--- config.mk ---
export PLATFORM = sky130hd
export DESIGN_NAME = clk_rst_mon
export DESIGN_NICKNAME = d
export VERILOG_FILES = /design/src/rtl/clk_rst_mon_pkg.sv /design/src/rtl/clk_rst_mon_sync.sv /design/src/rtl/clk_rst_mon.sv
export SDC_FILE = /design/constraint.sdc
export NUM_CORES = 1
export LEC_CHECK = 0
export ABC_CLOCK_PERIOD_IN_PS = 2700
export BUFFER_PORTS_ARGS = -buffer_cell sky130_fd_sc_hd__buf_2
export CAP_MARGIN = 20
export CORE_MARGIN = 5
export CORE_UTILIZATION = 28
export CTS_CLUSTER_DIAMETER = 40
export DETAILED_ROUTE_END_ITERATION = 16
export GPL_TIMING_DRIVEN = 1
export RECOVER_POWER = 100
export REMOVE_ABC_BUFFERS = 1
export SLEW_MARGIN = 20
export SYNTH_ARGS = -nofsm -noshare
export SYNTH_HDL_FRONTEND = slang
export SYNTH_SLANG_ARGS = --single-unit
--- constraint.sdc ---
create_clock -name clk -period 2.7 [get_ports clk]
set_clock_uncertainty 0.05 [all_clocks]
set_input_delay 0.135 -clock clk [delete_from_list [all_inputs] [get_ports clk]]
set_output_delay 0.135 -clock clk [all_outputs]
set_load 0.02 [all_outputs]
--- src/rtl/clk_rst_mon_pkg.sv ---
// Shared types and defaults for the clock/reset monitor.
package clk_rst_mon_pkg;

    localparam int CNT_W_DEF = 16;
    localparam int LOCK_W    = 4;

    typedef enum logic [1:0] {
        ST_IDLE,
        ST_WAIT_EDGE,
        ST_MEASURE,
        ST_LOCKED
    } state_e;

endpackage

--- src/rtl/clk_rst_mon_sync.sv ---
// N-flop single-bit synchronizer for signals asynchronous to clk.
module clk_rst_mon_sync #(
    parameter int N = 2
) (
    input  logic clk,
    input  logic rst_n,
    input  logic d_i,
    output logic q_o
);

    logic [N-1:0] sync_q;
    logic [N-1:0] sync_d;

    always_comb sync_d = {sync_q[N-2:0], d_i};

    always_ff @(posedge clk or negedge rst_n) begin
        if (!rst_n) sync_q <= '0;
        else        sync_q <= sync_d;
    end

    assign q_o = sync_q[N-1];

endmodule

--- src/rtl/clk_rst_mon.sv ---
// Passive monitor: measures the period of an asynchronous clock in local cycles,
// tracks lock against [cfg_min_i, cfg_max_i] and flags short/long/stopped periods.
//   state        | meaning
//   ST_IDLE      | monitor disabled, counters and lock cleared
//   ST_WAIT_EDGE | waiting for first rising edge, no errors raised
//   ST_MEASURE   | measuring periods, not yet locked
//   ST_LOCKED    | required run of in-range periods seen
module clk_rst_mon
    import clk_rst_mon_pkg::*;
#(
    parameter int CNT_W       = CNT_W_DEF,
    parameter int SYNC_STAGES = 2,
    parameter bit RST_ACT_HIGH = 1'b1
) (
    input  logic              clk,
    input  logic              rst_n,
    input  logic              mon_clk_i,
    input  logic              mon_rst_i,
    input  logic              cfg_en_i,
    input  logic [CNT_W-1:0]  cfg_min_i,
    input  logic [CNT_W-1:0]  cfg_max_i,
    input  logic [LOCK_W-1:0] cfg_lock_n_i,
    input  logic              err_clr_i,
    output logic [CNT_W-1:0]  period_o,
    output logic              period_vld_o,
    output logic              locked_o,
    output logic              mon_rst_o,
    output logic              err_short_o,
    output logic              err_long_o
);

    logic mclk_s, mrst_s, mrst_act;

    // Normalise reset polarity before synchronizing so mrst_s is always active-high.
    assign mrst_act = RST_ACT_HIGH ? mon_rst_i : ~mon_rst_i;

    clk_rst_mon_sync #(.N(SYNC_STAGES)) u_sync_clk (
        .clk(clk), .rst_n(rst_n), .d_i(mon_clk_i), .q_o(mclk_s)
    );
    clk_rst_mon_sync #(.N(SYNC_STAGES)) u_sync_rst (
        .clk(clk), .rst_n(rst_n), .d_i(mrst_act), .q_o(mrst_s)
    );

    state_e            state_q, state_d;
    logic              mclk_prev_q, mclk_prev_d;
    logic [CNT_W-1:0]  cnt_q, cnt_d, period_q, period_d;
    logic [LOCK_W-1:0] lock_cnt_q, lock_cnt_d, lock_n_eff, lock_inc;
    logic              period_vld_q, period_vld_d, locked_q, locked_d;
    logic              err_short_q, err_short_d, err_long_q, err_long_d;
    logic              edge_det, cnt_sat, too_short, too_long, stall;

    assign edge_det   = mclk_s & ~mclk_prev_q;
    assign cnt_sat    = &cnt_q;
    assign too_short  = cnt_q < cfg_min_i;
    assign too_long   = cnt_q > cfg_max_i;
    // Equality fires once per stall: the counter moves past cfg_max_i right after.
    assign stall      = !edge_det && !cnt_sat && (cnt_q == cfg_max_i);
    assign lock_n_eff = (cfg_lock_n_i == '0) ? LOCK_W'(1) : cfg_lock_n_i;
    assign lock_inc   = (&lock_cnt_q) ? lock_cnt_q : lock_cnt_q + LOCK_W'(1);

    always_comb begin
        state_d      = state_q;
        cnt_d        = cnt_q;
        lock_cnt_d   = lock_cnt_q;
        period_d     = period_q;
        period_vld_d = 1'b0;
        locked_d     = locked_q;
        err_short_d  = err_short_q & ~err_clr_i;
        err_long_d   = err_long_q & ~err_clr_i;
        mclk_prev_d  = mclk_s;

        if (!cfg_en_i) begin
            state_d    = ST_IDLE;
            cnt_d      = '0;
            lock_cnt_d = '0;
            locked_d   = 1'b0;
        end else if (mrst_s) begin
            state_d    = ST_WAIT_EDGE;
            cnt_d      = '0;
            lock_cnt_d = '0;
            locked_d   = 1'b0;
        end else begin
            case (state_q)
                ST_IDLE: state_d = ST_WAIT_EDGE;
                ST_WAIT_EDGE: begin
                    if (edge_det) begin
                        cnt_d   = CNT_W'(1);
                        state_d = ST_MEASURE;
                    end
                end
                ST_MEASURE, ST_LOCKED: begin
                    if (edge_det) begin
                        period_d     = cnt_q;
                        period_vld_d = 1'b1;
                        cnt_d        = CNT_W'(1);
                        if (too_short || too_long) begin
                            if (too_short) err_short_d = 1'b1;
                            if (too_long)  err_long_d  = 1'b1;
                            lock_cnt_d = '0;
                            locked_d   = 1'b0;
                            state_d    = ST_MEASURE;
                        end else begin
                            lock_cnt_d = lock_inc;
                            if (lock_inc >= lock_n_eff) begin
                                locked_d = 1'b1;
                                state_d  = ST_LOCKED;
                            end
                        end
                    end else begin
                        cnt_d = cnt_sat ? cnt_q : cnt_q + CNT_W'(1);
                        if (stall) begin
                            err_long_d = 1'b1;
                            lock_cnt_d = '0;
                            locked_d   = 1'b0;
                            state_d    = ST_MEASURE;
                        end
                    end
                end
                default: state_d = ST_IDLE;
            endcase
        end
    end

    always_ff @(posedge clk or negedge rst_n) begin
        if (!rst_n) begin
            state_q      <= ST_IDLE;
            mclk_prev_q  <= 1'b0;
            cnt_q        <= '0;
            lock_cnt_q   <= '0;
            period_q     <= '0;
            period_vld_q <= 1'b0;
            locked_q     <= 1'b0;
            err_short_q  <= 1'b0;
            err_long_q   <= 1'b0;
        end else begin
            state_q      <= state_d;
            mclk_prev_q  <= mclk_prev_d;
            cnt_q        <= cnt_d;
            lock_cnt_q   <= lock_cnt_d;
            period_q     <= period_d;
            period_vld_q <= period_vld_d;
            locked_q     <= locked_d;
            err_short_q  <= err_short_d;
            err_long_q   <= err_long_d;
        end
    end

    assign period_o     = period_q;
    assign period_vld_o = period_vld_q;
    assign locked_o     = locked_q;
    assign mon_rst_o    = mrst_s;
    assign err_short_o  = err_short_q;
    assign err_long_o   = err_long_q;

endmodule
==> results.tsv <==
metric	value	unit
DRT iter0 DRCs	128	
Core Util, Final	0.3489	
CP Launch Type	flop	
Die Y	114.5	um
TritonCTS Buffers	5	
num rows	38	
Tmin final	2.606	ns
Worst-path clk slew	0.09	ns
CTS sink count	47	
placed cell count	529	
YS warnings	0	
Finished Cell Area	0.003766	sq mm
Worst-Margin Slew	1.519	ns
Storage cell area	0.001176	sq mm
nets	480	
CP Capture Type	flop	
Root Buffer	clkbuf_8	
crit-path most repeated cell	a21o_1	
critical path fanouts, max	4	
top cell type by total area after synthesis	dfrtp_1	
Worst EP required	2.85	ns
CP cell instances	ha_2 -> nand3_2 -> mux2_2 -> ha_1 -> a21o_1 -> a21o_1 -> a211o_1 -> mux2_1 -> a21o_1	
reg-to-reg startpoint	lock_cnt_q[0]$_DFFE_PN0P_	
type of the worst setup path	flop to flop	
Mapped Area	0.003060	sq mm
hpwl dp	6.172	mm
total grt overflow	0	
Max Slew Vio Count	27	
clock group share of total power	0.388	
H-Tree Depth	2	
largest net degree at the start of global routing	27	
syn avg cell area	9.716	sq um
layout cell share with drive strength beyond 1	0.2338	
clk buf depth	2	
Static Leak	0.001885	uW
TNS Setup	0	ns
via count	2566	
die area	0.01312	sq mm
Residual DRC	0	
CTS tree	yes	
cell count after synthesis	315	
failing checks	max-capacitance violations, max-slew violations	
Hold Path Class	input pin to flop	
chip width	114.5	um
Largest stage delay, worst path	0.40	ns
Initial Util	0.2836	
Placeable Area	0.01079	sq mm
Max-cap violations	1	
worst endpoint data arrival time	2.76	ns
final WL	7.673	mm
post-DR vias/cell	4.734	
area of the multi-input gates	0.001700	sq mm
synth unique cells	49	
crit share post-route	0.9652	
crit path from	lock_cnt_q[0]$_DFFE_PN0P_	
Psw	342.9	uW
GPL Wtd Cong	0.8593	
worst vdd ir	0.2123	mV
GRT Util Overall	0.1191	
Sw Ratio	0.2471	
I/O pin count	63	
RSZ-0062 raised after global routing	no	
main area contributors after synthesis	dfrtp_1, ha_1, mux2_2, inv_1, a21oi_1	
status	finished, violations left	
antenna violations before repair	0	
sequential power share	0.516	
fillcell total	1120	
fraction of power consumed by combinational cells	0.096	
P&R area growth vs syn	23.06	%
FMAX	0.3837	GHz
# diodes	0	
total power	1388	uW
Slew Limit Headroom	-0.01292	
final hold vios	0	
later-pin clock latency in the skew report	0.30	ns
1st-pass router iterations	4	
Internal Power	1045	uW
Yosys reg bits	47	
first-pass GRT wire length	12.32	mm
Crit-path slowest cell	dfrtp_1	
HP Start	cfg_en_i	
DRT antenna net count	0	
most common cell after layout, fill and taps aside	dfrtp_1	
# port buffers	62	
Finished Layout Cells	542	
PD cells	368.6	mW/mm^2
most frequent cells in the layout	dfrtp_1, inv_1, buf_2	
DR WL/cell	14.16	um
dpl cell area	0.003652	sq mm
sequential area share after synthesis	0.3843	
vias in the first global route	2515	
post-synth top area share	0.3843	
Finish-stage setup viols	0	
==> cell families after synthesis <==
kind of cell / count (synthesis) / share of synthesized area
simple gates: 89 / 0.1644
compound gates: 66 / 0.1456
buf+inv: 48 / 0.05969
flops: 47 / 0.3843
fa+ha+maj: 37 / 0.1513
mux: 18 / 0.06623
xor+xnor: 10 / 0.02862
==> repair_timing <==
action,in CTS,in global routing
hold buffers,4,0
resized for setup,0,4
buffers inserted,0,1
setup endpoints to repair,0,2
hold endpoints to repair,29,0
==> power groups by stage <==
stage	Combinational [uW]	Sequential (uW)	Clock [uW]
final	133	716	538
after CTS	138	716	561
after global placement	130	729	0
after floorplan	61.1	730	0
after detailed placement	133	730	0
after global routing	155	718	590
==> routing by layer <==
layer / part of all wire / up-vias / track usage
met2: 0.47 / 56 / 0.1843
met3: 0.049 / 17 / 0.03013
met4: 0.027 / 0 / 0.04830
li1: - / 1293 / -
met5: 0 / - / 0
met1: 0.46 / 1200 / 0.1583
==> sequential cells by signal, indices dropped and copies added, names as in the netlist <==
register           count
cnt_q                 16
period_o              16
lock_cnt_q             4
state_q                2
u_sync_clk.sync_q      2
u_sync_rst.sync_q      2
err_long_o             1
err_short_o            1
locked_o               1
mclk_prev_q            1
period_vld_o           1
==> critical path, delay by kind of cell (launching register included) <==
family / cells / cell delay (ns)
AO/OA/AOI/OAI: 4 / 0.79
AND/OR/NAND/NOR: 1 / 0.11
adder cells (fa/ha/maj): 2 / 0.51
flip-flops: 1 / 0.40
multiplexers: 2 / 0.64
==> synth_stat cells, drive strengths merged <==
| master | instances |
|---|---|
| a31o | 1 |
| a311oi | 1 |
| nand3 | 11 |
| clkbuf | 3 |
| nor3 | 4 |
| o22ai | 1 |
| a21oi | 23 |
| o31ai | 1 |
| nor3b | 1 |
| nand2b | 5 |
| a21o | 5 |
| nand4 | 13 |
| a221oi | 1 |
| and2b | 1 |
| a211o | 1 |
| o21a | 1 |
| xnor2 | 4 |
| buf | 2 |
| nor4 | 3 |
| o211ai | 3 |
| a22oi | 1 |
| a21boi | 2 |
| dfrtp | 47 |
| a22o | 2 |
| a2111o | 2 |
| nor2b | 2 |
| o41ai | 1 |
| ha | 37 |
| o21ai | 17 |
| inv | 43 |
| o211a | 1 |
| a31oi | 1 |
| mux2 | 18 |
| xor2 | 6 |
| and2 | 1 |
| nor2 | 22 |
| o2111ai | 1 |
| or3 | 8 |
| nand2 | 18 |
==> area by class of cell <==
class,instances,area share
clock inverters,3,0.01229
well taps,140,0.04651
clock buffers,5,0.01827
multi-input cells,220,0.4515
repair buffers,84,0.1163
flip-flops and latches,47,0.3123
inverters,43,0.04286
==> through the flow <==
step                      worst slack [ns]  hold WS, ns
after CTS                         0.002684      0.09468
after detailed placement           0.01951       0.1477
final                              0.09398      0.09806
after global routing              0.005809       0.1066
after global placement             0.06407       0.1397
after floorplan                    0.07152      -0.2106
==> final timing paths <==
path	depth (start not counted)	slack, ns	endpoint
setup / recovery	9	0.09	state_q[0]$_DFFE_PN0P_
hold / removal	4	0.1	state_q[0]$_DFFE_PN0P_
setup reg to reg	9	0.09	state_q[0]$_DFFE_PN0P_
hold reg to reg	0	0.31	u_sync_rst.sync_q[1]$_DFF_PN0_
max in group asynchronous	3	0.63	state_q[0]$_DFFE_PN0P_
min in group asynchronous	2	0.67	lock_cnt_q[1]$_DFFE_PN0P_
No activity file was read; power rests on OpenSTA's default activity.
